<file path="src/rtl/uc_operacao_memoria.sv">
`default_nettype none
// ============================================================================
// Module      : uc_operacao_memoria
// Description : Multicycle control unit for the operand-select / add-sub
//               datapath. Accepts one decoded operation per handshake,
//               drives operand select and ADD_SUB, runs the data-memory
//               request handshake for LDUR/STUR with a timeout abort,
//               strobes register write-back and counts retired operations.
// Revision    : 1.0 - initial release
// ============================================================================
module uc_operacao_memoria #(
  parameter int TIMEOUT = 16,
  parameter int CNT_W   = 32
) (
  input  logic             clk,
  input  logic             reset,
  input  logic             op_valid,
  output logic             op_ready,
  input  logic [2:0]       op,
  input  logic             mem_ack,
  output logic [1:0]       OP_MEM_I,
  output logic             ADD_SUB,
  output logic             mem_read,
  output logic             mem_write,
  output logic             reg_write,
  output logic             done,
  output logic             erro,
  output logic [CNT_W-1:0] retired
);

  localparam logic [2:0] c_IDLE = 3'd0;
  localparam logic [2:0] c_EXEC = 3'd1;
  localparam logic [2:0] c_MEM  = 3'd2;
  localparam logic [2:0] c_WB   = 3'd3;
  localparam logic [2:0] c_FIM  = 3'd4;

  localparam logic [2:0] c_OP_ADD  = 3'b000;
  localparam logic [2:0] c_OP_SUB  = 3'b001;
  localparam logic [2:0] c_OP_LDUR = 3'b010;
  localparam logic [2:0] c_OP_STUR = 3'b011;
  localparam logic [2:0] c_OP_ADDI = 3'b100;
  localparam logic [2:0] c_OP_SUBI = 3'b101;
  localparam logic [2:0] c_OP_NOP  = 3'b110;

  // Wait counter only has to reach TIMEOUT-1.
  localparam int                  c_WAIT_W    = (TIMEOUT > 1) ? $clog2(TIMEOUT) : 1;
  localparam logic [c_WAIT_W-1:0] c_WAIT_LAST = c_WAIT_W'(TIMEOUT - 1);

  logic [2:0]          r_state;
  logic [2:0]          w_next_state;
  logic [2:0]          r_op;
  logic [c_WAIT_W-1:0] r_wait;
  logic                r_erro;
  logic [CNT_W-1:0]    r_retired;

  logic [1:0]          w_sel;
  logic                w_add_sub;
  logic                w_is_mem;
  logic                w_timeout;

  // Operand select / add-sub decoded from the latched operation only.
  always_comb begin
    w_sel     = 2'b11;
    w_add_sub = 1'b0;
    case (r_op)
      c_OP_ADD:  begin w_sel = 2'b00; w_add_sub = 1'b0; end
      c_OP_SUB:  begin w_sel = 2'b00; w_add_sub = 1'b1; end
      c_OP_LDUR: begin w_sel = 2'b01; w_add_sub = 1'b0; end
      c_OP_STUR: begin w_sel = 2'b10; w_add_sub = 1'b0; end
      c_OP_ADDI: begin w_sel = 2'b10; w_add_sub = 1'b0; end
      c_OP_SUBI: begin w_sel = 2'b10; w_add_sub = 1'b1; end
      default:   begin w_sel = 2'b11; w_add_sub = 1'b0; end
    endcase
  end

  assign w_is_mem  = (r_op == c_OP_LDUR) || (r_op == c_OP_STUR);
  // An ack on the last allowed cycle still completes the access.
  assign w_timeout = (r_state == c_MEM) && !mem_ack && (r_wait == c_WAIT_LAST);

  // Next-state sequencing of the multicycle operation.
  always_comb begin
    w_next_state = r_state;
    case (r_state)
      c_IDLE: if (op_valid) w_next_state = c_EXEC;
      c_EXEC: begin
        if (w_is_mem)                  w_next_state = c_MEM;
        else if (r_op[2:1] == 2'b11)   w_next_state = c_FIM;
        else                           w_next_state = c_WB;
      end
      c_MEM: begin
        if (mem_ack)        w_next_state = (r_op == c_OP_LDUR) ? c_WB : c_FIM;
        else if (w_timeout) w_next_state = c_IDLE;
      end
      c_WB:    w_next_state = c_FIM;
      c_FIM:   w_next_state = c_IDLE;
      default: w_next_state = c_IDLE;
    endcase
  end

  // State, latched op, memory wait counter, abort flag and retired counter.
  always_ff @(posedge clk) begin
    if (reset) begin
      r_state   <= c_IDLE;
      r_op      <= c_OP_NOP;
      r_wait    <= '0;
      r_erro    <= 1'b0;
      r_retired <= '0;
    end else begin
      r_state <= w_next_state;
      r_erro  <= w_timeout;
      if ((r_state == c_IDLE) && op_valid) r_op <= op;
      if (r_state == c_MEM) r_wait <= r_wait + 1'b1;
      else                  r_wait <= '0;
      if (r_state == c_FIM) r_retired <= r_retired + 1'b1;
    end
  end

  // Outputs decoded from state and latched op only.
  assign op_ready  = (r_state == c_IDLE);
  assign OP_MEM_I  = (r_state == c_IDLE) ? 2'b11 : w_sel;
  assign ADD_SUB   = (r_state == c_IDLE) ? 1'b0  : w_add_sub;
  assign mem_read  = (r_state == c_MEM) && (r_op == c_OP_LDUR);
  assign mem_write = (r_state == c_MEM) && (r_op == c_OP_STUR);
  assign reg_write = (r_state == c_WB);
  assign done      = (r_state == c_FIM);
  assign erro      = r_erro;
  assign retired   = r_retired;

endmodule
`default_nettype wire
</file>
<file path="config.mk">
export PLATFORM = sky130hd
export DESIGN_NAME = uc_operacao_memoria
export DESIGN_NICKNAME = d
export VERILOG_FILES = /design/src/rtl/uc_operacao_memoria.sv
export SDC_FILE = /design/constraint.sdc
export NUM_CORES = 1
export LEC_CHECK = 0
export ABC_AREA = 1
export CAP_MARGIN = 20
export CORE_AREA = 3 3 100 102
export CTS_CLUSTER_SIZE = 10
export DETAILED_ROUTE_END_ITERATION = 10
export DIE_AREA = 0 0 103 105
export GPL_TIMING_DRIVEN = 0
export PLACE_DENSITY = 0.53
export SLEW_MARGIN = 0
export SYNTH_ARGS = -nofsm -noshare
export SYNTH_HDL_FRONTEND = slang
export SYNTH_SLANG_ARGS = --single-unit
</file>
<file path="constraint.sdc">
create_clock -name clk -period 1.86 [get_ports clk]
set_input_delay 0.465 -clock clk [delete_from_list [all_inputs] [get_ports clk]]
set_output_delay 0.465 -clock clk [all_outputs]
set_load 0.02 [all_outputs]
</file>
# After elaboration in Yosys (flattened, before gate mapping)

Index checks and enable logic that the tools add are counted.

Add/sub/neg operators: 2
Eq/ne operators: 13
Muxes and demuxes: 11
Bitwise gates (word level): 1
Reductions and logical operators: 14

Operators with widths:

| operator                                                        | count |
|---|---|
| 32-bit by 1-bit adder with 32-bit output, second input constant | 1 |
| 3-bit 2-to-1 mux                                                | 6 |
| 3-bit by 2-bit == test with 1-bit output, second input constant | 4 |
| 3-bit one-hot mux with 4 select lines                           | 1 |
| 3-bit == test, second input constant                            | 3 |
| 3-bit by 1-bit == test with 1-bit output, second input constant | 2 |
| 3-bit logical NOT                                               | 2 |
| 2-bit one-hot mux with 3 select lines                           | 1 |
| 2-bit OR reduction                                              | 3 |
| 1-bit logical AND                                               | 5 |
| 4-bit by 1-bit adder with 4-bit output, second input constant   | 1 |
| 4-bit == test, second input constant                            | 1 |
| 3-bit inequality test, second input constant                    | 1 |
| 3-bit OR reduction                                              | 1 |
| 2-bit == test, second input constant                            | 1 |
| 1-bit 2-to-1 mux                                                | 2 |
| 2-bit 2-to-1 mux                                                | 1 |
| 2-bit inequality test, second input constant                    | 1 |
| 2-bit AND reduction                                             | 1 |
| 1-bit logical NOT                                               | 1 |
| 1-bit logical OR                                                | 1 |
| 1-bit inverter                                                  | 1 |

Bits in registers: 43
Output and inout port bits: 41
Logic and storage cells: 46

# Logic depth before layout (Yosys ltp)

Depth after elaboration: 6
Mapped depth: 9

# Least setup slack after synthesis

No wires, ideal clock.

Path kind: register to output
Start point: register r_state[2]
End point: output ADD_SUB
Arrival: 1.186 ns
Data required time: 1.395 ns
Slack: 0.209 ns
Stages on the path, launching flop included: 5
Path through: dfxtp_1 > inv_1 > nand2_1 > inv_1 > nor3_1

Cells in the longest elaborated chain, start to end: 2

Ends and longest elaborated chain:

| what                     | line | RTL |
|---|---|---|
| start: declaration       | 49   | `logic [2:0] r_state;` |
| start signal: assignment | 103  | `r_state <= c_IDLE;` |
| start signal: assignment | 109  | `r_state <= w_next_state;` |
| 3-bit logical NOT        | --   |  |
| net op_ready             | 18   | `output logic op_ready,` |
| 1-bit 2-to-1 mux         | 121  | `assign ADD_SUB = (r_state == c_IDLE) ? 1'b0 : w_add_sub;` |
| end: declaration         | 22   | `output logic ADD_SUB,` |

The timed path passes the listed nets, and every way through them passes these cells.

# Worst setup path in the final report

Start point: register r_retired[0] (netlist: retired[0])
End point: output retired[0]

RTL lines:

| what                     | line | RTL |
|---|---|---|
| start: declaration       | 54   | `logic [CNT_W-1:0] r_retired;` |
| start signal: assignment | 114  | `if (r_state == c_FIM) r_retired <= r_retired + 1'b1;` |
| end: declaration         | 28   | `output logic [CNT_W-1:0] retired` |

No word-level cell between the ends.

==> metrics.txt <==
Slew HR 63.9%; Chip Width 103 µm; distinct cell type count after synthesis 31; post-synthesis register bit count 43; maximum VDD drop 272 µV; remaining global-route overflow 0; Antenna diodes 0; Vias 2219; synthesized cell area 2260 µm²; post-DP HPWL 4580 µm; most frequent cells in the layout nand2_1, nor2_1, inv_1, dfxtp_1, nand3_1; IO Pins 48; fillers 1014; Min Clock Period, post-route 1.80 ns; ys async rst share 0%; Synth Instances 338; vias per cell 4.40; DR pass1 iterations 6; gpl congestion 0.799; WL final 5930 µm; Post-synth EDFFs 0; status complete, no violations; most common cell after layout, fill and taps aside nand2_1; area grow syn2layout 31.5%; IO buf count 47; Primary FF master, synth dfxtp_1; pwr dens 625 nW/µm²; drt wl/cell 11.8 µm; # H-tree levels 2; CP max-delay cell clkdlybuf4s50_1; overall routing resource usage 11.5%; fmax 0.556 GHz; Final Max Tran Viols 0; CORE AREA 9200 µm²; Worst Hold Class flop to flop; Crit path max-delay family buffers and inverters; sequential fraction of the synthesis area 38.1%; Max stage delay on crit path 0.63 ns; Mean Syn Cell Area 6.69 µm²; Hold Violations, Final 0; Max Cap Violations 0; latest clock arrival within the worst-skew pair 0.30 ns; Post-CTS Setup Bufs 0; DRC 0; Longest Clk Path Bufs 2; nets 401; CTS Buf Count 5; vias in the first global route 2144; Die H 105 µm; RSZ-0062 raised after global routing false; clock skew 0.00950 ns; initial antenna violation count 0; Register Area 866 µm²; crit-path max FO 4; crit path capture type output pin; Worst Path Buf+Inv 1; Worst setup SP type flop; Pwr Total 0.00186 W; Setup violations, final 0; first-pass GRT wire length 10000 µm; # hold bufs at CTS 0; layout cell share with drive strength beyond 1 10.2%; Multi-input gate area 1220 µm²; Rows 35; Setup TNS 0 ns; largest net degree at the start of global routing 14; syn nets 347; Crit path arrival time 1.33 ns; TritonCTS clock tree yes; Req. time, crit path 1.39 ns; Pleak 1.41 nW; WS Path Type flop to output pin; clock root buffer clkbuf_8; Clock transition at path regs 0.08 ns; Least-Margin Pin Slew 0.537 ns; post-route core utilization 32.3%; YS warnings 0; initial drt markers 82; die area 10800 µm²; fin crit share 96.8%; worst-path cell chain clkdlybuf4s50_1; initial core utilization 24.6%; clock sinks 43; Routed Antenna Nets 0
==> state kept, by name (all words and copies together), names as in the netlist <==
register and cells:
r_wait 4, retired 32, r_op 3, r_state 3
erro 1
==> timing repair <==
| action | 4_1_cts | 5_1_grt |
|---|---|---|
| setup endpoints to repair | 12 | 20 |
| gates resized for setup | 26 | 21 |
| pin swaps | 1 | 0 |
| gates cloned | 0 | 0 |
==> final timing paths <==
kind              depth (start not counted)                        to  slack (ns)                      from
hold reg to reg                           1      r_wait[0]$_SDFF_PP0_        0.46      r_wait[0]$_SDFF_PP0_
setup / recovery                          1                retired[0]        0.06   retired[0]$_SDFFE_PP0P_
hold / removal                            1      r_wait[0]$_SDFF_PP0_        0.46      r_wait[0]$_SDFF_PP0_
setup reg to reg                          7  retired[30]$_SDFFE_PP0P_        0.28  retired[14]$_SDFFE_PP0P_
==> area by class of cell <==
class	instances	area share (%)
plain buffers	3	0.463
clock buffers	6	2.44
clock inverters	2	0.421
inverters	45	5.68
multi-input cells	247	41.2
flip-flops and latches	43	29.1
well taps	111	4.67
repair buffers	47	16.0
==> cell families after synthesis <==
| logic type | Yosys count | synth area share (%) |
|---|---|---|
| AND/OR/NAND/NOR | 211 | 44.6 |
| buffers and inverters | 48 | 8.08 |
| XOR/XNOR | 2 | 0.775 |
| AO/OA/AOI/OAI | 32 | 7.36 |
| flip-flops | 43 | 38.1 |
| adder cells (fa/ha/maj) | 2 | 1.11 |
==> report_power, final <==
group          total [W]  internal [W]  switching (W)
registers       0.000993      0.000953      0.0000395
logic           0.000272      0.000101       0.000171
clock network   0.000594      0.000263       0.000331
==> cell usage after synthesis (2+ instances only) <==
library cell,count,area share [%]
nand2_1,83,14
nor2_1,57,9.5
dfxtp_1,43,38
inv_1,43,7.1
nand3_1,29,6.4
a21oi_1,19,4.2
nor3_1,12,2.7
o21ai_0,10,2.2
nand4_1,6,1.7
nor2_4,6,3.0
nand2_2,3,0.83
buf_2,2,0.44
ha_1,2,1.1
nand3_2,2,0.89
nand3_4,2,1.5
nand3b_1,2,0.66
nor3_2,2,0.89
xor2_1,2,0.77
==> layer usage <==
metal,GRT usage (%),part of all wire (%)
met1,15.7,49
met2,17.1,43
met4,4.35,1.9
met5,0,0
met3,3.07,6.1
==> through the flow <==
step	area [µm²]	hold WS, ns	setup slack [ns]	std cells
after floorplan	2260	0.418	0.209	338
after global placement	2870	0.433	-0.0949	496
after detailed placement	2870	0.440	-0.124	496
after CTS	2960	0.458	0.00313	504
after global routing	2970	0.493	0.000830	504
final	2970	0.457	0.0603	504
(Power assumes the default switching activity.)
